==> src/rtl/axi_burst_master.sv <==
// AXI4 burst master: accepts one command at a time, runs a single INCR write or read
// burst on the AXI4 master channels and reports completion with a one-cycle done pulse.
module axi_burst_master #(
  parameter int DATA_WIDTH = 32,
  parameter int ADDR_WIDTH = 16,
  parameter int ID_WIDTH   = 8
) (
  input  logic                    clk,
  input  logic                    rst_n,
  input  logic                    cmd_valid,
  output logic                    cmd_ready,
  input  logic                    cmd_write,
  input  logic [ADDR_WIDTH-1:0]   cmd_addr,
  input  logic [7:0]              cmd_len,
  input  logic [ID_WIDTH-1:0]     cmd_id,
  input  logic [DATA_WIDTH-1:0]   wr_data,
  input  logic                    wr_valid,
  output logic                    wr_ready,
  output logic [DATA_WIDTH-1:0]   rd_data,
  output logic                    rd_last,
  output logic                    rd_valid,
  input  logic                    rd_ready,
  output logic                    done_valid,
  output logic [1:0]              done_resp,
  output logic [ID_WIDTH-1:0]     m_axi_awid,
  output logic [ADDR_WIDTH-1:0]   m_axi_awaddr,
  output logic [7:0]              m_axi_awlen,
  output logic [2:0]              m_axi_awsize,
  output logic [1:0]              m_axi_awburst,
  output logic                    m_axi_awlock,
  output logic [3:0]              m_axi_awcache,
  output logic [2:0]              m_axi_awprot,
  output logic                    m_axi_awvalid,
  input  logic                    m_axi_awready,
  output logic [DATA_WIDTH-1:0]   m_axi_wdata,
  output logic [DATA_WIDTH/8-1:0] m_axi_wstrb,
  output logic                    m_axi_wlast,
  output logic                    m_axi_wvalid,
  input  logic                    m_axi_wready,
  input  logic [ID_WIDTH-1:0]     m_axi_bid,
  input  logic [1:0]              m_axi_bresp,
  input  logic                    m_axi_bvalid,
  output logic                    m_axi_bready,
  output logic [ID_WIDTH-1:0]     m_axi_arid,
  output logic [ADDR_WIDTH-1:0]   m_axi_araddr,
  output logic [7:0]              m_axi_arlen,
  output logic [2:0]              m_axi_arsize,
  output logic [1:0]              m_axi_arburst,
  output logic                    m_axi_arlock,
  output logic [3:0]              m_axi_arcache,
  output logic [2:0]              m_axi_arprot,
  output logic                    m_axi_arvalid,
  input  logic                    m_axi_arready,
  input  logic [ID_WIDTH-1:0]     m_axi_rid,
  input  logic [DATA_WIDTH-1:0]   m_axi_rdata,
  input  logic [1:0]              m_axi_rresp,
  input  logic                    m_axi_rlast,
  input  logic                    m_axi_rvalid,
  output logic                    m_axi_rready,
  output logic [2:0]              dbg_state
);

  localparam int BYTES = DATA_WIDTH / 8;
  localparam int SIZE  = $clog2(BYTES);

  typedef enum logic [2:0] {
    ST_IDLE, ST_AW, ST_W, ST_B, ST_AR, ST_R, ST_ERR
  } state_t;

  // Every handshake pair here uses strict AXI semantics: a transfer happens on the
  // rising edge where valid and ready are both 1; valid never depends on ready.

  state_t                state_q, state_d;
  logic [ADDR_WIDTH-1:0] addr_q, addr_d;
  logic [ID_WIDTH-1:0]   id_q, id_d;
  logic [7:0]            len_q, len_d;
  logic [7:0]            cnt_q, cnt_d;
  logic [1:0]            rresp_q, rresp_d;
  logic                  rresp_set_q, rresp_set_d;
  logic                  len_err_q, len_err_d;

  logic [ADDR_WIDTH-1:0] aligned_addr;
  logic [31:0]           burst_end;
  logic                  crosses_4k;
  logic                  beat_len_err;
  logic [1:0]            sticky_resp;
  logic                  unused_ids;

  assign aligned_addr = cmd_addr & ~ADDR_WIDTH'(BYTES - 1);
  assign burst_end    = 32'(aligned_addr[11:0]) + ((32'(cmd_len) + 32'd1) << SIZE);
  assign crosses_4k   = burst_end > 32'd4096;
  assign unused_ids   = ^{m_axi_bid, m_axi_rid};

  assign m_axi_awid    = id_q;
  assign m_axi_awaddr  = addr_q;
  assign m_axi_awlen   = len_q;
  assign m_axi_awsize  = 3'(SIZE);
  assign m_axi_awburst = 2'b01;
  assign m_axi_awlock  = 1'b0;
  assign m_axi_awcache = 4'b0011;
  assign m_axi_awprot  = 3'b000;
  assign m_axi_arid    = id_q;
  assign m_axi_araddr  = addr_q;
  assign m_axi_arlen   = len_q;
  assign m_axi_arsize  = 3'(SIZE);
  assign m_axi_arburst = 2'b01;
  assign m_axi_arlock  = 1'b0;
  assign m_axi_arcache = 4'b0011;
  assign m_axi_arprot  = 3'b000;
  assign m_axi_wdata   = wr_data;
  assign m_axi_wstrb   = '1;
  assign rd_data       = m_axi_rdata;
  assign dbg_state     = state_q;

  always_ff @(posedge clk or negedge rst_n) begin
    if (!rst_n) begin
      state_q     <= ST_IDLE;
      addr_q      <= '0;
      id_q        <= '0;
      len_q       <= '0;
      cnt_q       <= '0;
      rresp_q     <= '0;
      rresp_set_q <= 1'b0;
      len_err_q   <= 1'b0;
    end else begin
      state_q     <= state_d;
      addr_q      <= addr_d;
      id_q        <= id_d;
      len_q       <= len_d;
      cnt_q       <= cnt_d;
      rresp_q     <= rresp_d;
      rresp_set_q <= rresp_set_d;
      len_err_q   <= len_err_d;
    end
  end

  always_comb begin
    state_d       = state_q;
    addr_d        = addr_q;
    id_d          = id_q;
    len_d         = len_q;
    cnt_d         = cnt_q;
    rresp_d       = rresp_q;
    rresp_set_d   = rresp_set_q;
    len_err_d     = len_err_q;
    // cmd_ready is gated by rst_n so it reads 0 while reset is held.
    cmd_ready     = (state_q == ST_IDLE) && rst_n;
    wr_ready      = 1'b0;
    rd_valid      = 1'b0;
    rd_last       = 1'b0;
    done_valid    = 1'b0;
    done_resp     = 2'b00;
    m_axi_awvalid = 1'b0;
    m_axi_wvalid  = 1'b0;
    m_axi_wlast   = 1'b0;
    m_axi_bready  = 1'b0;
    m_axi_arvalid = 1'b0;
    m_axi_rready  = 1'b0;
    beat_len_err  = 1'b0;
    sticky_resp   = rresp_set_q ? rresp_q : m_axi_rresp;

    unique case (state_q)
      ST_IDLE: begin
        if (cmd_valid && cmd_ready) begin
          addr_d      = aligned_addr;
          id_d        = cmd_id;
          len_d       = cmd_len;
          cnt_d       = '0;
          rresp_d     = 2'b00;
          rresp_set_d = 1'b0;
          len_err_d   = 1'b0;
          if (crosses_4k)     state_d = ST_ERR;
          else if (cmd_write) state_d = ST_AW;
          else                state_d = ST_AR;
        end
      end
      ST_AW: begin
        m_axi_awvalid = 1'b1;
        if (m_axi_awready) state_d = ST_W;
      end
      ST_W: begin
        m_axi_wvalid = wr_valid;
        wr_ready     = m_axi_wready;
        m_axi_wlast  = (cnt_q == len_q);
        if (wr_valid && m_axi_wready) begin
          cnt_d = cnt_q + 8'd1;
          if (cnt_q == len_q) state_d = ST_B;
        end
      end
      ST_B: begin
        m_axi_bready = 1'b1;
        if (m_axi_bvalid) begin
          done_valid = 1'b1;
          done_resp  = m_axi_bresp;
          state_d    = ST_IDLE;
        end
      end
      ST_AR: begin
        m_axi_arvalid = 1'b1;
        if (m_axi_arready) state_d = ST_R;
      end
      ST_R: begin
        m_axi_rready = rd_ready;
        rd_valid     = m_axi_rvalid;
        rd_last      = m_axi_rlast;
        if (m_axi_rvalid && rd_ready) begin
          cnt_d = cnt_q + 8'd1;
          // A beat is malformed when rlast disagrees with the expected final beat.
          beat_len_err = m_axi_rlast != (cnt_q == len_q);
          if (beat_len_err) len_err_d = 1'b1;
          if (!rresp_set_q && (m_axi_rresp != 2'b00)) begin
            rresp_d     = m_axi_rresp;
            rresp_set_d = 1'b1;
          end
          if (m_axi_rlast) begin
            done_valid = 1'b1;
            done_resp  = (len_err_q || beat_len_err) ? 2'b10 : sticky_resp;
            state_d    = ST_IDLE;
          end
        end
      end
      ST_ERR: begin
        done_valid = 1'b1;
        done_resp  = 2'b10;
        state_d    = ST_IDLE;
      end
      default: state_d = ST_IDLE;
    endcase
  end

endmodule

==> config.mk <==
export PLATFORM = sky130hd
export DESIGN_NAME = axi_burst_master
export DESIGN_NICKNAME = d
export VERILOG_FILES = /design/src/rtl/axi_burst_master.sv
export SDC_FILE = /design/constraint.sdc
export NUM_CORES = 1
export LEC_CHECK = 0
export ABC_CLOCK_PERIOD_IN_PS = 1900
export CAP_MARGIN = 20
export CORE_MARGIN = 8
export CORE_UTILIZATION = 31
export CTS_CLUSTER_SIZE = 24
export DETAILED_ROUTE_END_ITERATION = 6
export GPL_TIMING_DRIVEN = 0
export MAX_ROUTING_LAYER = met4
export PLACE_DENSITY = 0.89
export REMOVE_ABC_BUFFERS = 1
export SYNTH_ARGS = -nofsm -noshare
export SYNTH_HDL_FRONTEND = slang
export SYNTH_SLANG_ARGS = --single-unit
==> constraint.sdc <==
create_clock -name clk -period 1.9 [get_ports clk]
set_input_delay 0.19 -clock clk [delete_from_list [all_inputs] [get_ports clk]]
set_output_delay 0.19 -clock clk [all_outputs]
set_load 0.02 [all_outputs]
* Word level (Yosys, flattened, before mapping)
Index checks and enable logic that the tools add are counted. W data, S select, Z words.
Operators by class: add/subtract/negate cells 3, magnitude comparators 1, equality and inequality tests 18, multiplexer cells 45, reduce and logical (&&, ||, !) cells 16
Operators by type and width (number):
- $mux W3 | 10
- $mux W8 | 3
- $pmux W8 S3 | 1
- $ne A2 B2 Y1 const B | 9
- $pmux W3 S6 | 1
- $mux W1 | 17
- $mux W2 | 8
- $add A12 B11 Y13 | 1
- $gt A13 B13 Y1 const B | 1
- $reduce_and A4 Y1 | 3
- $add A8 B1 Y9 const B | 1
- $eq A3 B3 Y1 const B | 3
- $add A8 B1 Y8 const B | 1
- $eq A8 B8 Y1 | 1
- $reduce_and A8 Y1 | 1
- $eq A3 B2 Y1 const B | 2
- $pmux W2 S3 | 1
- $logic_and A1 B1 Y1 | 5
- $pmux W1 S2 | 2
- $pmux W2 S2 | 1
- $reduce_bool A2 Y1 | 2
- $eq A3 B1 Y1 const B | 1
- $logic_not A3 Y1 | 1
- $pmux W1 S3 | 1
- other kinds (6) | 6
Storage, ports and cells: register bits 45, output and inout port bits 174, logic and storage cells 91

* Longest topological paths before layout
Gate-level depths: netlist of the first run.
depth after elaboration 7, mapped depth 12, gate-level depth less buffers 11

* Least setup slack after synthesis of the first run
Ideal clock, no wire load.
path type input port to flip-flop, from in cmd_len[0], to reg state_q[2] (netlist: dbg_state[2]), setup time 0.130 ns, arrival 2.278 ns, data required time 1.770 ns, slack -0.508 ns, cell stages on the path 12, buffers on the path 1, path through ha_1 nand3_1 nor2_1 xor2_1 ha_1 clkbuf_8 nor2b_1 a2111o_1 a2111oi_4 nand4_1 o32ai_2 a21oi_1
On the way: longest elaborated chain between the ends 6
Ends and longest elaborated chain:
- start: declaration | RTL line 14 | input logic [7:0] cmd_len,
- $add A8 B1 Y9 | RTL line 90 | assign burst_end = 32'(aligned_addr[11:0]) + ((32'(cmd_len) + 32'd1) << SIZE);
- $add A12 B11 Y13 | RTL line 90
- $gt A13 B13 Y1 | RTL line 91 | assign crosses_4k = burst_end > 32'd4096;
- $mux W3 | RTL line 172 | if (crosses_4k) state_d = ST_ERR;
- $mux W3 | RTL line 164 | if (cmd_valid && cmd_ready) begin
- $pmux W3 S6 | RTL line 162 | unique case (state_q)
- end signal: assignment | RTL line 126 | state_q <= state_d;
- end: declaration | RTL line 73 | state_t state_q, state_d;
Every way passes these cells. The select of a mux whose other input is x is not followed. A chain may end at the register's enable or synchronous reset.

* Worst setup path in the final report of the first run
from reg len_q[3] (netlist: m_axi_arlen[3]), to reg state_q[0] (netlist: dbg_state[0])
On the way: longest elaborated chain between the ends 3
Ends and longest elaborated chain:
- start: declaration | RTL line 76 | logic [7:0] len_q, len_d;
- start signal: assignment | RTL line 129 | len_q <= len_d;
- $eq A8 B8 Y1 | RTL line 187 | if (cnt_q == len_q) state_d = ST_B;
- $ne A2 B2 Y1 (no source line)
- $reduce_and A8 Y1 (no source line)
Every way passes these cells.

==> flow_summary.yaml, run 1 <==
global_routing:
  grt_usage: 0.2030
  grt_pass1_wl_um: 22800
  overflow: 0
  grt_pass1_vias: 3109
  antenna_found_initial: 1
  grt_max_degree: 27
layout:
  drive_gt1_frac: 0.2988
  nFillCells: 1144
  final_common_cell: "clkdlybuf4s50_1"
  final_area_um2: 5159
  utilization: 0.4295
  final_nets: 623
  instances_no_fill: 630
  area_delta_synth_final_pct: 34.83
  layout_common_cells: "98 x clkdlybuf4s50_1, 37 x dfrtp_1, 34 x conb_1"
synthesis:
  synth_flop_cell: "dfrtp_1"
  ys_ff_latch: 45
  yosysWarnings: 0
  synth_edf_count: 0
  netlist_area_um2: 3826
  syn_inst: 417
  ys_types: 54
  seq_area_frac_synth: 0.2943
  synth_area_per_cell_um2: 9.175
  async_flop_share: 1.000
floorplanning:
  core.rowCount: 40
  core_area_um2: 12010
  dieHeight_um: 127.1
  start_util: 0.3185
  fp.dieW_um: 127.1
  ioPinCount: 302
  die_area_um2: 16150
sta:
  clock_skew_ps: 9.177
  fmax_mhz: 427.2
  rsz0062_at_grt: "yes"
  worst_slack_ps: -441.1
  setup-tns-final_ps: -2093
  worst_hold_slack_ps: 144.2
  min_period_ps: 2341
  setup_violations: 6
  worst_slew_pin_slew_ps: 895.0
  hold_viol_final: 0
  slew_headroom: 0.4033
  slew_viol_final: 0
  period_share: 1.232
status:
  status: "finished, violations left"
  violations: "setup timing"
worst_setup_path:
  crit_path_max_incr_delay_ps: 420
  cpMostUsedCell: "buf_4"
  startpoint_type: "flip-flop"
  crit_fanout: 2
  worstPathRequired_ps: 2120
  path_cells: "xor2_1 > nor4_2 > buf_4 > buf_4 > buf_4 > buf_4 > buf_4 > buf_4 > buf_4 > a31oi_1 > or3_1 > a2bb2oi_2"
  worstSetupPathType: "reg -> reg"
  cp_slowest_cell: "dfrtp_2"
  arrival_ps: 2560
  crit_path_end_kind: "flip-flop"
cts:
  h-tree-depth: 2
  cts_tree: "done"
  insertion_delay_ps: 300
  cts_sinks: 45
  numCtsBuffers: 5
  clockRootBuffer: "clkbuf_16"
  clk_pin_slew_ps: 70
  clk_path_buf_depth: 2
pwr:
  p_total_mw: 7.427
  power_leakage_nw: 2.204
  pwr-share-seq: 0.231
  p_int_mw: 4.201
  pwr-share-comb: 0.643
  p_sw_mw: 3.226
  switching_share: 0.4344
  irDropWorstVdd_uv: 834.3
  power_density_nw_per_um2: 1440
  clockPowerShare: 0.125
detailed_routing:
  post_drt_wl_per_cell_um: 27.28
  firstDrtPassIters: 5
  num_vias: 3144
  vias_per_cell: 4.990
  route.detailed.drc: 0
  drt_iter0_drc: 148
  wl_um: 17190
  postRouteAntennaNets: 0
place:
  dp_hpwl_um: 13670
  placed_area_um2: 4373
  io_buffers: 121
  place_ws_ps: -1525
  dp_cells: 582
  place.gp.congestion: 0.8721
run:
  maxCapViolations: 0
hold_path:
  hold_path_class: "in -> reg"
-- logic make-up (layout without fill, tap and decap cells) --
kind of cell,count (synthesis),in the layout,synth area share
other cells,2,35,0.001963
compound gates,63,63,0.1167
mux,34,34,0.09908
buf+inv,145,178,0.2721
simple gates,94,94,0.1223
flops,45,45,0.2943
xor+xnor,20,20,0.04578
fa+ha+maj,14,14,0.04774
-- final timing paths --
check                           slack, ps  cells after the start        endpoint      startpoint
min in group asynchronous             500                      4        cnt_q[2]           rst_n
worst min-delay path                  140                      2  m_axi_arlen[1]      cmd_len[1]
max in group asynchronous             510                      3  m_axi_arlen[0]           rst_n
worst max-delay path                 -440                     12    dbg_state[0]  m_axi_arlen[3]
worst min register to register        490                      2      rresp_q[1]      rresp_q[1]
worst max register to register       -440                     12    dbg_state[0]  m_axi_arlen[3]
-- power by group through the flow --
| stage | logic, mW | registers, mW | clock network, mW |
|---|---|---|---|
| CTS | 4.57 | 1.72 | 0.955 |
| floorplan | 1.21 | 2.59 | 0 |
| finish | 4.78 | 1.72 | 0.930 |
| global route | 5.04 | 1.78 | 1.01 |
| global placement | 3.89 | 1.86 | 0 |
| detailed placement | 3.96 | 1.87 | 0 |
-- metal layers --
metal / up-vias / part of all wire / GRT usage
met5: - / 0 / -
met4: 0 / 0.0059 / 0.02659
met3: 10 / 0.22 / 0.2088
met2: 266 / 0.41 / 0.2788
met1: 1461 / 0.37 / 0.2019
li1: 1407 / - / -
-- worst max-delay path: cells and delay by family, from the launching register on --
kind                   cells  cell delay, ps
AND/OR/NAND/NOR            2             780
buffers and inverters      7             730
flip-flops                 1             420
AO/OA/AOI/OAI              2             180
XOR/XNOR                   1             170
-- what timing repair did --
action                                 in CTS  in global routing
pin swaps                                  30                  9
buffers inserted                           31                  5
gates cloned                                0                  2
gates resized for setup                   120                 17
setup endpoints to repair                  49                 61
hold buffers                                3                  0
endpoints found under the hold margin      19                  0
-- cell usage after synthesis, drive strengths merged, types with 2 or more instances --
cell type,number,area share
inv,7,0.0069
nand2,27,0.026
mux2i,3,0.0078
nand4,2,0.0033
clkbuf,4,0.0065
mux2,31,0.091
nand3,9,0.012
o211ai,3,0.0059
a31oi,5,0.0082
ha,13,0.043
xor2,15,0.034
and2,7,0.011
buf,133,0.26
o31ai,2,0.0039
o2111ai,3,0.0069
nor4,2,0.0033
or3,2,0.0033
o21ai,17,0.022
a21oi,13,0.017
nor3,5,0.0065
nor2b,3,0.0049
xnor2,5,0.011
or2,2,0.0033
conb,2,0.0020
o21a,2,0.0039
dfrtp,45,0.29
a211oi,3,0.0059
and3,10,0.017
o32ai,2,0.0065
nand3b,3,0.0059
nor2,19,0.019
-- sequential cells by signal, summed over array words and instances (netlist names) --
name	cells
m_axi_araddr	14
rresp_set_q	1
m_axi_arlen	8
cnt_q	8
rresp_q	2
m_axi_arid	8
dbg_state	3
len_err_q	1
-- area by class of cell --
| type | count | area, µm² | share of cell area |
|---|---|---|---|
| inverters | 8 | 32.53 | 0.006306 |
| diodes | 1 | 2.502 | 0.0004851 |
| well taps | 147 | 183.9 | 0.03565 |
| multi-input cells | 259 | 2046 | 0.3966 |
| repair buffers | 162 | 1608 | 0.3117 |
| clock buffers | 5 | 125.1 | 0.02425 |
| flip-flops and latches | 45 | 1136 | 0.2202 |
| clock inverters | 3 | 25.02 | 0.004851 |
No activity file was read; power rests on OpenSTA's default activity.
==> inputs of run 2 (changes only) <==
--- a/config.mk
+++ b/config.mk
@@ -7,6 +7,7 @@
 export LEC_CHECK = 0
 export ABC_CLOCK_PERIOD_IN_PS = 1900
 export CAP_MARGIN = 20
+export CORE_ASPECT_RATIO = 0.5
 export CORE_MARGIN = 8
 export CORE_UTILIZATION = 31
 export CTS_CLUSTER_SIZE = 24
==> flow_summary.yaml, run 2 (synthesis gave the netlist of run 1 again) <==
worst_setup_path:
  crit_path_end_kind: "primary output"
  crit_fanout: 3
  worstPathRequired_ps: 1710
  arrival_ps: 2150
  startpoint_type: "flip-flop"
  worstSetupPathType: "reg -> out"
cts:
  cts_sinks: 45
  insertion_delay_ps: 300
  clockRootBuffer: "clkbuf_16"
  numCtsBuffers: 5
  cts_tree: "done"
  h-tree-depth: 2
  clk_pin_slew_ps: 80
  clk_path_buf_depth: 2
floorplanning:
  fp.dieW_um: 173.1
  core_area_um2: 11910
  dieHeight_um: 94.56
  core.rowCount: 28
  die_area_um2: 16370
  start_util: 0.3212
  ioPinCount: 302
place:
  dp_hpwl_um: 12560
  place.gp.congestion: 0.8737
  dp_cells: 600
  io_buffers: 121
  placed_area_um2: 4395
  place_ws_ps: -1471
global_routing:
  antenna_found_initial: 0
  overflow: 0
  grt_pass1_wl_um: 22890
  grt_max_degree: 28
  grt_pass1_vias: 3349
  grt_usage: 0.1954
sta:
  slew_headroom: 0.4132
  hold_viol_final: 0
  worst_slew_pin_slew_ps: 880.2
  setup-tns-final_ps: -2114
  worst_slack_ps: -442.5
  worst_hold_slack_ps: 140.4
  slew_viol_final: 0
  fmax_mhz: 426.9
  period_share: 1.233
  clock_skew_ps: 13.42
  rsz0062_at_grt: "yes"
  min_period_ps: 2343
  setup_violations: 7
layout:
  area_delta_synth_final_pct: 34.73
  final_nets: 624
  nFillCells: 1030
  utilization: 0.4328
  drive_gt1_frac: 0.3106
  layout_common_cells: "98 x clkdlybuf4s50_1, 40 x dfrtp_1, 35 x buf_4"
  instances_no_fill: 648
  largest_reg_flops: 14
  final_common_cell: "clkdlybuf4s50_1"
  num_antenna_cells: 0
  final_area_um2: 5155
detailed_routing:
  route.detailed.drc: 0
  post_drt_wl_per_cell_um: 26.44
  postRouteAntennaNets: 0
  vias_per_cell: 5.134
  wl_um: 17130
  firstDrtPassIters: 4
  num_vias: 3327
  drt_iter0_drc: 211
pwr:
  p_int_mw: 4.197
  pwr-share-seq: 0.233
  irDropWorstVdd_uv: 551.0
  power_density_nw_per_um2: 1453
  switching_share: 0.4398
  p_total_mw: 7.491
  clockPowerShare: 0.122
  p_sw_mw: 3.295
  power_leakage_nw: 2.214
  pwr-share-comb: 0.646
hold_path:
  hold_path_class: "in -> reg"
run:
  maxCapViolations: 0
status:
  status: "finished, violations left"
  violations: "setup timing"
[run 2: cell count changes in the layout (fill, tap and decap cells not counted), sizes merged]
cell	delta
buf	+2
clkdlybuf4s15	-2
bufbuf	+1
clkbuf	+1
diode	-1
dlygate4sd2	-1
[run 2: final timing paths]
path / startpoint / endpoint / slack [ps] / depth (start not counted)
max: m_axi_arlen[0] / done_resp[0] / -440 / 7
min: cmd_len[4] / m_axi_arlen[4] / 140 / 2
max reg2reg: dbg_state[2] / dbg_state[0] / -140 / 7
min reg2reg: rresp_q[1] / rresp_q[1] / 500 / 2
max in group asynchronous: rst_n / dbg_state[1] / 540 / 3
min in group asynchronous: rst_n / dbg_state[2] / 490 / 4
[run 2: area by class of cell]
type                    count  area [µm²]  share of cell area
inverters                   8       32.53            0.006311
clock buffers               5       125.1             0.02427
flip-flops and latches     45        1132              0.2197
clock inverters             3       21.27            0.004126
multi-input cells         259        2063              0.4002
repair buffers            163        1574              0.3053
well taps                 165       206.4             0.04005
[run 2: worst max-delay path, cell delays in order, from the launching register on]
cell	delay, ps
dfrtp_2	430
xor2_1	170
nor4_2	380
nand2_2	150
xor2_2	220
nor4b_4	230
a41o_1	140
buf_6	120
[run 2: power groups by stage]
stage	registers [mW]	clock network [mW]	logic [mW]
after floorplan	2.59	0	1.21
after global placement	1.80	0	3.90
after detailed placement	1.83	0	4.01
after CTS	1.77	0.925	4.40
after global routing	1.79	0.981	5.06
final	1.74	0.911	4.84
[run 2: per-layer routing]
metal,GRT usage,up-vias,share of wire
met3,0.2019,41,0.22
met1,0.1859,1597,0.34
met2,0.2725,277,0.42
met5,-,-,0
li1,-,1412,-
met4,0.04348,0,0.022
[run 2: what timing repair did]
item | 4_1_cts | 5_1_grt
hold endpoints to repair | 18 | 0
hold buffers | 3 | 0
buffers inserted | 19 | 18
pin swaps | 29 | 16
endpoints found under the setup margin | 50 | 65
gates resized for setup | 119 | 29
gates cloned | 1 | 0
